==> config.mk <==
export PLATFORM = sky130hd
export DESIGN_NAME = arithmetic_unit_pipe
export DESIGN_NICKNAME = d
export VERILOG_FILES = /design/src/rtl/au_pipe_pkg.sv /design/src/rtl/rv32i_types_pkg.sv /design/src/rtl/alu_if.sv /design/src/rtl/alu.sv /design/src/rtl/au_pipe_slot.sv /design/src/rtl/arithmetic_unit_pipe.sv
export SDC_FILE = /design/constraint.sdc
export NUM_CORES = 1
export LEC_CHECK = 0
export CORE_ASPECT_RATIO = 0.5
export CORE_MARGIN = 2
export CORE_UTILIZATION = 45
export DETAILED_ROUTE_END_ITERATION = 7
export HOLD_SLACK_MARGIN = 0.08
export MAX_ROUTING_LAYER = met4
export PLACE_DENSITY = 0.77
export SLEW_MARGIN = 30
export SYNTH_ARGS = -nofsm -noshare
export SYNTH_HDL_FRONTEND = slang
export SYNTH_SLANG_ARGS = --single-unit
==> constraint.sdc <==
create_clock -name CLK -period 4.9 [get_ports CLK]
set_input_delay 0.98 -clock CLK [delete_from_list [all_inputs] [get_ports CLK]]
set_output_delay 0.98 -clock CLK [all_outputs]
set_load 0.05 [all_outputs]
==> src/rtl/au_pipe_pkg.sv <==
// Types for the pipelined arithmetic unit: one result slot and its scoreboard match.
package au_pipe_pkg;

  localparam int AU_XLEN = 32;
  localparam int AU_RD_W = 5;

  typedef struct packed {
    logic               valid;
    logic [AU_XLEN-1:0] data;
    logic [AU_RD_W-1:0] rd;
    logic               wen;
  } au_slot_t;

  // x0 is hardwired to zero, so a pending write to it never blocks a reader.
  function automatic logic slot_hits(au_slot_t s, logic [AU_RD_W-1:0] r);
    return s.valid & s.wen & (s.rd == r) & (|r);
  endfunction

endpackage

==> src/rtl/rv32i_types_pkg.sv <==
// Shared RV32I datapath types: ALU operation codes and writeback source selects.
package rv32i_types_pkg;

  typedef enum logic [2:0] {
    ALU_ADD = 3'd0,
    ALU_SLL = 3'd1,
    ALU_SRA = 3'd2,
    ALU_SUB = 3'd3,
    ALU_XOR = 3'd4,
    ALU_SRL = 3'd5,
    ALU_OR  = 3'd6,
    ALU_AND = 3'd7
  } aluop_t;

  typedef enum logic [1:0] {
    CSR     = 2'd0,
    ALU_SRC = 2'd1,
    REG_SRC = 2'd2,
    MEM_SRC = 2'd3
  } w_src_t;

endpackage

==> src/rtl/alu_if.sv <==
// Connection bundle between the ALU and whoever drives its operands.
interface alu_if #(
  parameter int XLEN = 32
);
  import rv32i_types_pkg::*;

  aluop_t            aluop;
  logic [XLEN-1:0]   port_a;
  logic [XLEN-1:0]   port_b;
  logic [XLEN-1:0]   port_out;

  modport alu  (input aluop, port_a, port_b, output port_out);
  modport user (output aluop, port_a, port_b, input port_out);
endinterface

==> src/rtl/alu.sv <==
// Combinational integer ALU; results wrap at XLEN bits and no flags are produced.
module alu #(
  parameter int XLEN = 32
) (
  alu_if.alu bus
);
  import rv32i_types_pkg::*;

  localparam int SHW = $clog2(XLEN);

  logic [SHW-1:0] shamt;
  assign shamt = bus.port_b[SHW-1:0];

  always_comb begin
    bus.port_out = '0;
    case (bus.aluop)
      ALU_ADD: bus.port_out = bus.port_a + bus.port_b;
      ALU_SUB: bus.port_out = bus.port_a - bus.port_b;
      ALU_SLL: bus.port_out = bus.port_a << shamt;
      ALU_SRL: bus.port_out = bus.port_a >> shamt;
      ALU_SRA: bus.port_out = $signed(bus.port_a) >>> shamt;
      ALU_XOR: bus.port_out = bus.port_a ^ bus.port_b;
      ALU_OR:  bus.port_out = bus.port_a | bus.port_b;
      ALU_AND: bus.port_out = bus.port_a & bus.port_b;
      default: bus.port_out = bus.port_a + bus.port_b;
    endcase
  end

endmodule

==> src/rtl/au_pipe_slot.sv <==
// One registered result slot: load new contents, hold, or clear; reset and flush empty it.
module au_pipe_slot
  import au_pipe_pkg::*;
(
  input  logic     CLK,
  input  logic     RST,
  input  logic     flush,
  input  logic     load,
  input  logic     hold,
  input  au_slot_t d,
  output au_slot_t q
);

  always_ff @(posedge CLK) begin
    if (RST || flush) begin
      q <= '0;
    end else if (load) begin
      q <= d;
    end else if (!hold) begin
      q <= '0;
    end
  end

endmodule

==> src/rtl/arithmetic_unit_pipe.sv <==
// Elastic arithmetic unit: ALU/CSR/regfile result select followed by STAGES collapsing slots.
module arithmetic_unit_pipe
  import rv32i_types_pkg::*;
  import au_pipe_pkg::*;
#(
  parameter int XLEN   = 32,
  parameter int STAGES = 2,
  parameter int RD_W   = 5
) (
  input  logic            CLK,
  input  logic            RST,
  input  logic            in_valid,
  output logic            in_ready,
  input  aluop_t          aluop,
  input  logic [XLEN-1:0] port_a,
  input  logic [XLEN-1:0] port_b,
  input  w_src_t          w_src,
  input  logic [XLEN-1:0] csr_rdata,
  input  logic [XLEN-1:0] reg_file_wdata,
  input  logic [RD_W-1:0] rd,
  input  logic            wen,
  input  logic            flush,
  output logic            wb_valid,
  input  logic            wb_ready,
  output logic [XLEN-1:0] wb_data,
  output logic [RD_W-1:0] wb_rd,
  output logic            wb_wen,
  input  logic [RD_W-1:0] q_rs1,
  input  logic [RD_W-1:0] q_rs2,
  output logic            q_rs1_hit,
  output logic            q_rs2_hit
);

  alu_if #(.XLEN(XLEN)) alu_bus ();
  alu #(.XLEN(XLEN)) u_alu (.bus(alu_bus));

  assign alu_bus.aluop  = aluop;
  assign alu_bus.port_a = port_a;
  assign alu_bus.port_b = port_b;

  logic [XLEN-1:0] result;
  always_comb begin
    result = reg_file_wdata;
    case (w_src)
      CSR:     result = csr_rdata;
      ALU_SRC: result = alu_bus.port_out;
      default: result = reg_file_wdata;
    endcase
  end

  au_slot_t          entry;
  au_slot_t          slot_q [STAGES];
  au_slot_t          slot_d [STAGES];
  logic [STAGES-1:0] valid;
  logic [STAGES-1:0] adv;
  logic [STAGES-1:0] load;
  logic [STAGES-1:0] hold;
  logic              accept;

  assign entry.valid = 1'b1;
  assign entry.data  = result;
  assign entry.rd    = rd;
  assign entry.wen   = wen;

  // Handshake: a transfer happens on a cycle where valid and ready are both 1;
  // valid never waits on ready, and ready may depend combinationally on downstream ready.
  always_comb begin
    adv = '0;
    adv[STAGES-1] = valid[STAGES-1] & wb_ready;
    for (int i = STAGES - 2; i >= 0; i--) begin
      adv[i] = valid[i] & (~valid[i+1] | adv[i+1]);
    end
  end

  assign in_ready = ~valid[0] | adv[0];
  assign accept   = in_valid & in_ready & ~flush;

  always_comb begin
    load    = '0;
    load[0] = accept;
    for (int i = 1; i < STAGES; i++) begin
      load[i] = adv[i-1];
    end
    hold = valid & ~adv;
  end

  for (genvar g = 0; g < STAGES; g++) begin : g_slot
    if (g == 0) begin : g_entry
      assign slot_d[g] = entry;
    end else begin : g_chain
      assign slot_d[g] = slot_q[g-1];
    end

    assign valid[g] = slot_q[g].valid;

    au_pipe_slot u_slot (
      .CLK   (CLK),
      .RST   (RST),
      .flush (flush),
      .load  (load[g]),
      .hold  (hold[g]),
      .d     (slot_d[g]),
      .q     (slot_q[g])
    );
  end

  always_comb begin
    q_rs1_hit = 1'b0;
    q_rs2_hit = 1'b0;
    for (int i = 0; i < STAGES; i++) begin
      q_rs1_hit = q_rs1_hit | slot_hits(slot_q[i], q_rs1);
      q_rs2_hit = q_rs2_hit | slot_hits(slot_q[i], q_rs2);
    end
  end

  assign wb_valid = slot_q[STAGES-1].valid;
  assign wb_data  = wb_valid ? slot_q[STAGES-1].data : '0;
  assign wb_rd    = wb_valid ? slot_q[STAGES-1].rd   : '0;
  assign wb_wen   = wb_valid & slot_q[STAGES-1].wen;

endmodule

Word-level counts from Yosys, hierarchy flattened:

Index checks and enable logic that the tools add are counted.

* flip-flop bits (word level): 78
* input bits: 154
* output and inout bits: 42
* logic and storage cells: 66

* add/sub/neg operators: 2
* equal/unequal tests: 14
* shift-type cells: 3
* multiplexer cells: 8
* bitwise logic cells: 26
* reductions and logical operators: 5

Operator list (count)
* $pmux W32 S8: 1
* $mux W39: 4
* $pmux W32 S2: 1
* $add A32 B32 Y32: 1
* $and A32 B32 Y32: 1
* $mux W32: 1
* $or A32 B32 Y32: 1
* $shl A32 B5 Y32: 1
* $shr A32 B5 Y32: 1
* $sshr A32 B5 Y32: 1
* $sub A32 B32 Y32: 1
* $xor A32 B32 Y32: 1
* $eq A5 B5 Y1: 4
* $and A1 B1 Y1: 14
* $eq A3 B3 Y1 const B: 4
* $reduce_or A5 Y1: 2
* $eq A3 B2 Y1 const B: 2
* $mux W5: 1
* $ne A2 B1 Y1 const B: 2
* $or A1 B1 Y1: 4
* $eq A3 B1 Y1 const B: 1
* $logic_not A3 Y1: 1
* $not A1 Y1: 3
* $and A2 B2 Y2: 1
* 4 further kinds: 4

Depth between registers and ports, before layout:

* depth after elaboration: 7
* gate-level depth with buffers: 21
* mapped depth without buffers: 18

Cells and area by module:

From an unflattened synthesis, not the netlist that was laid out.

* cells, all modules: 1671
* area, all modules: 12585.8 um^2

By module, submodules not included
* alu: times used 1, cells an instance 1136, area an instance 8257.9 um^2, sequential area each 0.0 um^2
* au_pipe_slot: times used 2, cells an instance 173, area an instance 1560.2 um^2, sequential area each 780.7 um^2
* arithmetic_unit_pipe: times used 1, cells an instance 189, area an instance 1207.4 um^2, sequential area each 0.0 um^2

Least setup slack after synthesis:

Ideal clock, no wire load.

* kind: input to register
* from: input port_b[0]
* to: register g_slot[0].u_slot.q[27] in the netlist's numbering
* setup time: 127 ps
* data arrival time: 4618 ps
* setup slack: 156 ps
* stages on the path: 19
* buffers on the path: 2
* path through: buf_4 -> inv_2 -> buf_1 -> ha_1 -> and3_1 -> and2_1 -> nand3_1 -> o41ai_1 -> xnor2_1 -> ha_1 -> a21oi_1 -> o21ai_0 -> or3_1 -> nor3_1 -> nor2_1 -> xnor2_1 -> nand2_1 -> a222oi_1 -> o21ai_1

* cells in the longest elaborated chain, start to end: 4
* elaborated cells on any way between the ends: 8

Ends and longest elaborated chain
* start, declared: line arithmetic_unit_pipe.sv:16 `input logic [XLEN-1:0] port_b,`
* $sub A32 B32 Y32, or another cell as far along: line alu.sv:18 `ALU_SUB: bus.port_out = bus.port_a - bus.port_b;`
* $pmux W32 S8 *: line alu.sv:16 `case (bus.aluop)`
* $pmux W32 S2 *: line arithmetic_unit_pipe.sv:44 `case (w_src)`
* $mux W39 *: line au_pipe_slot.sv:17 `end else if (load) begin`
* end signal, assigned: line au_pipe_slot.sv:16 `q <= '0;`
* end signal, assigned: line au_pipe_slot.sv:18 `q <= d;`
* end signal, assigned: line au_pipe_slot.sv:20 `q <= '0;`
* end, declared: line au_pipe_slot.sv:11 `output au_slot_t q`

Mark *: on every way between the ends. The rest lies on a longest branch, timed or not.
A chain may end at the register's enable or synchronous reset.

Worst setup path after layout:

* from: input port_b[4]
* to: register g_slot[0].u_slot.q[34] in the netlist's numbering

The elaborated chain is that of the path after synthesis.

==> flow_summary.json <==
{
  "synth.net_count": 1840,
  "crit_path_start_kind": "primary input",
  "finish.net_count": 2049,
  "relSlewSlack_pct": 35.2,
  "antenna_found_initial": 2,
  "max_freq_ghz": 0.217,
  "setup_viol": 0,
  "cp.buffers_inverters": 2,
  "hold_start": "g_slot[1].u_slot.q[37]",
  "yosys_warnings": 0,
  "p_leak_uw": 0.00582,
  "drc_errors": 0,
  "synth_cells": 1588,
  "drive_gt1_share_pct": 13.1,
  "endpoint_kind": "flop",
  "ant_nets": 0,
  "synth_top_area_share_pct": 13.4,
  "min_path_cells": 2,
  "irDropWorstVdd_mv": 0.197,
  "routed_wl_mm": 51.1,
  "io_pins": 196,
  "clk_pin_slew_ps": 60,
  "grt_pass1_wl_mm": 76.7,
  "worstMarginPinSlew_ps": 970,
  "required_ps": 5110,
  "yosysMostFrequentCell": "nand2_1",
  "postCtsSetupRepairBufs": 0,
  "cts_made_buffers": 9,
  "regMostFlops": "g_slot.u_slot.q",
  "clock_sinks": 78,
  "synth_area_leader_cell": "dfxtp_1",
  "rr_startpoint": "g_slot[1].u_slot.q[38]",
  "skew_ps": 2.95,
  "cts_resized": 0,
  "gr-total-overflow": 0,
  "power_uw": 2690,
  "min_to": "g_slot[1].u_slot.q[37]",
  "critical_path_class": "in -> reg",
  "path_delay_family": "simple AND/OR/NAND/NOR gates",
  "cts_tree": "yes",
  "powerDensity_nw_per_um2": 183,
  "dp_slack_ps": -37.5,
  "synthTopCellsByCount": "nand2_1, a21oi_1, nor2_1, o21ai_0, ha_1",
  "synth.area.top_cells": "dfxtp_1, ha_1, mux4_2",
  "start_util_pct": 46.1,
  "drt_iter0_markers": 1911,
  "wl_per_cell_um": 23.8,
  "cap_violations": 0,
  "num_vias": 13600,
  "finalCriticalPeriod_ps": 4620,
  "outcome": "complete, no violations",
  "grt_max_degree": 74,
  "clock_latency_ps": 330,
  "drtPass1Iterations": 7,
  "die_x_um": 232,
  "syn_avg_cell_area_um2": 7.34,
  "via_per_inst": 6.34,
  "hp-class": "reg -> reg",
  "htreeDepth": 3,
  "syn_to_final_growth_pct": 26.7,
  "fin_crit_sh_pct": 94.2,
  "regToRegEndpoint": "g_slot[0].u_slot.q[34]",
  "ctsHoldBuffers": 0,
  "crit_slowest_cell": "or3b_2",
  "rows": 41,
  "max_stage_delay_ps": 470,
  "slew_viol_final": 0,
  "worst_slack_ps": 285,
  "worstPathMaxFanout": 4,
  "synth-edff-count": 0,
  "dieArea_um2": 27300,
  "syn_area_um2": 11600,
  "fp.dieH_um": 118,
  "synth_cell_types": 71,
  "fin_util_pct": 58.4,
  "ys_seq_area_share_pct": 13.4,
  "path_cells": "clkdlybuf4s50_1 > or2_2 > nor2_1 > and3_1 > and2_1 > buf_4 > a31oi_1 > xnor2_1 > ha_1 > and4_1 > nand2_1 > or3b_2 > a21boi_2 > a21o_1 > a21oi_1 > or3_1 > a31oi_1 > o21ai_0",
  "routabilityCongestion": 1.04,
  "synth_ff_type": "dfxtp_1",
  "cts.root.buffer_cell": "clkbuf_16",
  "critPathArrivalTime_ps": 4830,
  "core_region_area_um2": 25300,
  "rsz0062_at_grt": "yes",
  "postSynth.asyncResetShare_pct": 0,
  "r2r_cells": 8,
  "grt_pass1_vias": 12400,
  "portBuffers": 195,
  "hold_viol_final": 0,
  "grt_use_total_pct": 37.6,
  "crit_path_frequent_cell": "a31oi_1",
  "clockBufferDepth": 2,
  "ys_seq_elements": 78,
  "dp_hpwl_mm": 40.2,
  "largest_register_ffs": 78,
  "largest_registers": "g_slot.u_slot.q x78",
  "ff2ff_setup_slack_ps": 1650
}
## power by group
| group | switching, µW | leakage, µW | internal, µW |
|---|---|---|---|
| logic | 785 | 0.00504 | 578 |
| clock network | 260 | 0.000152 | 422 |
| registers | 7.47 | 0.000630 | 641 |
| total | 1050 | 0.00582 | 1640 |
## kinds of logic (layout without fill, tap and decap cells)
kind of cell | after synthesis | in the layout | synth area share [%]
adders and majority gates | 98 | 98 | 10.6
and+or+nand+nor | 503 | 503 | 19.6
other | 0 | 2 | 0
AOI/OAI and AO/OA | 521 | 521 | 28.6
muxes | 106 | 106 | 14.6
DFF | 78 | 78 | 13.4
xor gates and xnor gates | 78 | 78 | 5.86
buffers and inverters | 204 | 418 | 7.33
## metrics by stage
step           TNS (ps)  hold slack (ps)  cells  instance area, µm²
2_1_floorplan         0              426   1588               11600
3_3_place_gp          0              433   2130               14400
3_5_place_dp      -47.5              441   2130               14400
4_1_cts               0              448   2146               14700
5_1_grt           -3.50              464   2148               14800
6_report              0              446   2148               14800
## routing by layer
| layer | global-route usage, % | wire [µm] | vias up |
|---|---|---|---|
| li1 | - | - | 6263 |
| met2 | 51.0 | 20200 | 837 |
| met4 | 8.09 | 1060 | 0 |
| met5 | - | 0 | - |
| met3 | 9.69 | 6570 | 78 |
| met1 | 55.0 | 23200 | 6450 |
## final cells by class
class	instances	area [µm²]
clock buffers	11	253
diodes	2	5.00
inverters	77	289
clock inverters	5	56.3
multi-input cells	1306	9270
flip-flops and latches	78	1560
well taps	344	430
repair buffers	325	2900
fillers	2410	10500
## worst max-delay path by stage
stage | start | end | slack, ps | cells after the start
global placement | port_b[4] | g_slot[0].u_slot.q[23] | 30 | 19
floorplan | port_b[0] | g_slot[0].u_slot.q[27] | 160 | 19
CTS | port_b[4] | g_slot[0].u_slot.q[34] | 310 | 17
finish | port_b[4] | g_slot[0].u_slot.q[34] | 280 | 18
global route | port_b[4] | g_slot[0].u_slot.q[30] | -3 | 19
detailed placement | port_b[4] | g_slot[0].u_slot.q[34] | -40 | 17
## worst min-delay path: cells and delay by family (launching register included)
family	cells	cell delay (ps)
flops	1	300
simple gates	1	50
compound gates	1	50
## cell usage in the layout (no fill, tap or decap), types with 55 or more instances in the layout
| cell | netlist | layout |
|---|---|---|
| clkdlybuf4s50_1 | 0 | 187 |
| nand2_1 | 171 | 171 |
| a21oi_1 | 150 | 150 |
| nor2_1 | 147 | 145 |
| buf_4 | 9 | 133 |
| o21ai_0 | 119 | 119 |
| ha_1 | 97 | 97 |
| dfxtp_1 | 78 | 78 |
| inv_1 | 74 | 74 |
| xnor2_1 | 55 | 55 |
Power figures use the tool's default switching activity.
